**config.mk**
```make
export PLATFORM = sky130hd
export DESIGN_NAME = dsm_sample_buffer
export DESIGN_NICKNAME = d
export VERILOG_FILES = /design/src/rtl/dsm_sample_buffer.sv
export SDC_FILE = /design/constraint.sdc
export NUM_CORES = 1
export LEC_CHECK = 0
export ABC_AREA = 0
export ABC_CLOCK_PERIOD_IN_PS = 2550
export CAP_MARGIN = 10
export CORE_MARGIN = 1
export CORE_UTILIZATION = 52
export CTS_BUF_LIST = sky130_fd_sc_hd__clkbuf_2 sky130_fd_sc_hd__clkbuf_4 sky130_fd_sc_hd__clkbuf_8
export CTS_CLUSTER_DIAMETER = 60
export DETAILED_ROUTE_END_ITERATION = 7
export MAX_ROUTING_LAYER = met4
export PLACE_DENSITY = 0.76
export RECOVER_POWER = 25
export SETUP_SLACK_MARGIN = 0.05
export SYNTH_ARGS = -nofsm -noshare
export SYNTH_HDL_FRONTEND = slang
export SYNTH_SLANG_ARGS = --single-unit
```
**constraint.sdc**
```tcl
create_clock -name clk50m -period 2.55 [get_ports clk50m]
set_input_delay 0.255 -clock clk50m [delete_from_list [all_inputs] [get_ports clk50m]]
set_output_delay 0.255 -clock clk50m [all_outputs]
set_load 0.02 [all_outputs]
```
**src/rtl/dsm_sample_buffer.sv**
```systemverilog
// Sample-rate buffer feeding the delta-sigma modulator: a small FIFO filled by a
// valid/ready source and drained one sample per 1 MHz strobe into a held register.
module dsm_sample_buffer #(
  parameter  int DW    = 16,
  parameter  int DEPTH = 4,
  localparam int AW    = $clog2(DEPTH)
) (
  input  logic          clk50m,
  input  logic          rst_n,
  input  logic          en50m_1m_i,
  input  logic [DW-1:0] s_data_i,
  input  logic          s_valid_i,
  output logic          s_ready_o,
  output logic [DW-1:0] smp_out_o,
  output logic          smp_upd_o,
  output logic [AW:0]   fill_o,
  input  logic          underrun_clr_i,
  output logic          underrun_flag_o,
  output logic [7:0]    underrun_cnt_o
);

  logic [DW-1:0] mem_q [DEPTH];
  logic [AW-1:0] wr_ptr_q, wr_ptr_d;
  logic [AW-1:0] rd_ptr_q, rd_ptr_d;
  logic [AW:0]   fill_q, fill_d;
  logic [DW-1:0] smp_q, smp_d;
  logic          upd_q, upd_d;
  logic          flag_q, flag_d;
  logic [7:0]    cnt_q, cnt_d;

  logic full, push, pop, underrun;

  // Push and pop both look only at the registered fill, so a sample pushed into
  // an empty FIFO cannot leave on the same strobe.
  assign full     = (fill_q == (AW+1)'(DEPTH));
  assign push     = s_valid_i & ~full;
  assign pop      = en50m_1m_i & (fill_q != '0);
  assign underrun = en50m_1m_i & (fill_q == '0);

  always_comb begin
    wr_ptr_d = wr_ptr_q;
    rd_ptr_d = rd_ptr_q;
    fill_d   = fill_q;
    smp_d    = smp_q;
    upd_d    = 1'b0;
    flag_d   = flag_q;
    cnt_d    = cnt_q;

    if (push) wr_ptr_d = wr_ptr_q + AW'(1);
    if (pop) begin
      rd_ptr_d = rd_ptr_q + AW'(1);
      smp_d    = mem_q[rd_ptr_q];
      upd_d    = 1'b1;
    end

    case ({push, pop})
      2'b10:   fill_d = fill_q + (AW+1)'(1);
      2'b01:   fill_d = fill_q - (AW+1)'(1);
      default: fill_d = fill_q;
    endcase

    // A clear coinciding with an underrun still records that underrun.
    if (underrun) begin
      flag_d = 1'b1;
      if (underrun_clr_i)      cnt_d = 8'd1;
      else if (cnt_q != 8'hFF) cnt_d = cnt_q + 8'd1;
    end else if (underrun_clr_i) begin
      flag_d = 1'b0;
      cnt_d  = 8'd0;
    end
  end

  always_ff @(posedge clk50m or negedge rst_n) begin
    if (!rst_n) begin
      wr_ptr_q <= '0;
      rd_ptr_q <= '0;
      fill_q   <= '0;
      smp_q    <= '0;
      upd_q    <= 1'b0;
      flag_q   <= 1'b0;
      cnt_q    <= 8'd0;
    end else begin
      wr_ptr_q <= wr_ptr_d;
      rd_ptr_q <= rd_ptr_d;
      fill_q   <= fill_d;
      smp_q    <= smp_d;
      upd_q    <= upd_d;
      flag_q   <= flag_d;
      cnt_q    <= cnt_d;
    end
  end

  // Storage needs no reset; the pointers alone define what is valid.
  always_ff @(posedge clk50m) begin
    if (push) mem_q[wr_ptr_q] <= s_data_i;
  end

  assign s_ready_o       = ~full;
  assign smp_out_o       = smp_q;
  assign smp_upd_o       = upd_q;
  assign fill_o          = fill_q;
  assign underrun_flag_o = flag_q;
  assign underrun_cnt_o  = cnt_q;

endmodule
```
==> flow_summary.toml <==
[run_status]
status = "finished clean"

[synthesis]
yosysWarningCount = 0
syn_avg_cell_area_um2 = 16.2
synth_cell_type_count = 35
netlist.area_leader.share = 0.502
synth_top_cells_by_area = "edfxtp_1, dfrtp_1, mux4_2"
syn_inst = 237
ys_seq_elements = 97
yosys.area.top_type = "edfxtp_1"
synth_nets = 265
synth_area_um2 = 3830
ys_seq_area_frac = 0.717

[setup_path]
end_kind = "flop"
cp_slowest_stage_delay_ns = 0.46
crit_path_frequent_cell = "inv_1"
worst_path_max_delay_cell = "dfrtp_1"
critical_path_class = "flop to flop"
cp_cell_sequence = "inv_1 > nand3_1 > and2_1 > inv_1 > ha_1 > inv_1 > fa_1 > xor2_1 > nor2_1 > xor2_1"
arrival_ns = 2.41
path_max_fanout = 6
start_kind = "flop"
required_ns = 2.83

[clock_network]
numCtsBuffers = 9
clk_pin_slew_ns = 0.09
clockBufferDepth = 2
cts_hold_buffers = 0
cts_root_buffer = "clkbuf_8"
clock_latency_ns = 0.35
ctsResizeCount = 0
htree_levels = 3
clock_sinks = 97
cts_setup_buffers = 0
cts_tree = "yes"

[layout]
regArea_um2 = 2750
finalNonFillerCells = 400
multiInputGateArea_um2 = 1020
layout-drive-gt1-share = 0.152
layout_commonest_cell = "edfxtp_1"
fillCellCount = 480
fin_nets = 327
areaGrowthSynthToFinish_pct = 22.6
final_cell_mix = "edfxtp_1, nand2_1, clkdlybuf4s50_1, dfrtp_1, mux4_2"

[power]
leakage_nw = 1.82
pwr-share-clk = 0.210
peakVddDrop_mv = 0.614
power_switching_mw = 1.59
p_per_area_nw_per_um2 = 1080
pwr-share-comb = 0.324
p_int_mw = 3.50
p_seq_frac = 0.466
switching_share = 0.312

[die]
die_height_um = 87.8
design.die.area_um2 = 7710
core-area_um2 = 6940
initial_utilization = 0.552
ios = 51
num_rows = 30
die_w_um = 87.8

[timing]
fin_setup_tns_ns = 0
maxSlewViolCount = 0
hold_viol_final = 0
max_freq_mhz = 471
period_minus_slack_ns = 2.12
worstMarginPinSlew_ns = 0.785
rsz0062_at_grt = "no"
finalClockSkew_ns = 0.0126
setup_viol = 0
fin_crit_sh = 0.833
maxSlewHeadroom = 0.477

[global_routing]
grt_pass1_wl_um = 10800
grt_max_degree = 34
antenna_found_initial = 1
grt_overflow = 0
grt_use_total = 0.203
grt_pass1_vias = 2101

[flow_run]
cap_violations = 0

[detailed_routing]
first_pass_iters = 4
wl_um = 6710
routedWlPerCell_um = 16.8
vias = 2143
drc_errors = 0
vias_per_cell = 5.36
drt_iter0_markers = 120
ant_nets = 0

[placement]
hpwlAfterDp_um = 4250
place_congestion = 0.745
dpl.cell_count = 384
portBuffers = 50

[min_path]
min_path_type = "input port to async pin"
-- cells by family after synthesis --
group / Yosys count / share of synthesized area
AOI/OAI and AO/OA: 9 / 0.0176
muxes: 20 / 0.105
xor gates and xnor gates: 9 / 0.0206
buffers and inverters: 16 / 0.0173
and+or+nand+nor: 79 / 0.0976
adders and majority gates: 7 / 0.0248
DFF: 97 / 0.717
-- per-stage QoR --
step	total power [mW]	cell area (µm²)	hold WS (ns)	setup slack (ns)	util
floorplan	3.39	3830	-0.0406	0.266	-
global placement	4.03	4480	0.458	0.494	0.645
detailed placement	4.09	4480	0.461	0.430	0.645
CTS	5.16	4690	0.334	0.426	0.676
global route	5.38	4700	0.369	0.269	0.676
finish	5.09	4700	0.311	0.426	0.676
-- power by group through the flow --
stage	clock, mW	combinational, mW	sequential, mW
2_1_floorplan	0	0.885	2.51
3_3_place_gp	0	1.64	2.38
3_5_place_dp	0	1.68	2.41
4_1_cts	1.09	1.69	2.38
5_1_grt	1.16	1.80	2.42
6_report	1.07	1.65	2.37
-- Yosys cell counts --
master / instances
a211oi_1: 1
a21oi_1: 1
and2_1: 2
and3_1: 5
and4_1: 1
buf_1: 1
buf_2: 5
clkbuf_1: 1
dfrtp_1: 33
edfxtp_1: 64
fa_1: 1
ha_1: 6
inv_1: 8
inv_2: 1
mux2_2: 1
mux2i_1: 3
mux4_2: 16
nand2_1: 51
nand3_1: 3
nand3b_1: 1
nand4_1: 2
nor2_1: 8
nor2b_1: 1
nor3_1: 1
nor3b_2: 2
nor4b_2: 1
o2111a_1: 1
o2111ai_1: 1
o211ai_1: 1
o21ai_0: 2
o21ai_1: 1
o31ai_2: 1
or4b_4: 1
xnor2_1: 6
xor2_1: 3
-- metal layers --
metal  GRT usage  wire, µm  vias up
li1            -         -      990
met3      0.0415       254        9
met1       0.258      2960     1090
met5           -         0        -
met4      0.0760        90        0
met2       0.326      3410       54
-- worst max-delay path, delay by kind of cell, from the launching register on --
kind,cells,cell delay [ns]
xor+xnor,2,0.29
buf+inv,3,0.27
fa+ha+maj,2,0.54
flops,1,0.46
simple gates,3,0.51
-- final timing paths --
kind,startpoint,end,slack (ns),cells past startpoint
setup / recovery,fill_o[0],fill_o[2],0.43,10
hold / removal,rst_n,smp_out_o[8],0.31,2
setup reg to reg,fill_o[0],fill_o[2],0.43,10
hold reg to reg,smp_out_o[13],smp_out_o[13],0.48,2
max in group asynchronous,rst_n,fill_o[0],1.90,2
min in group clk50m,smp_out_o[13],smp_out_o[13],0.48,2
-- state kept, by name (all words and copies together) (netlist names) --
name / count
mem_q: 64
rd_ptr_q: 2
underrun_cnt_o: 8
underrun_flag_o: 1
smp_upd_o: 1
fill_o: 3
smp_out_o: 16
wr_ptr_q: 2
-- final cells by class --
type,count,area share
inverter,9,0.00719
tap,96,0.0256
antenna,1,0.000533
sequential,97,0.585
clock buffer,11,0.0296
clock inverter,4,0.0162
multi-input combinational,124,0.217
timing repair buffer,58,0.119
Note: power is estimated with default switching activity, not from simulation.
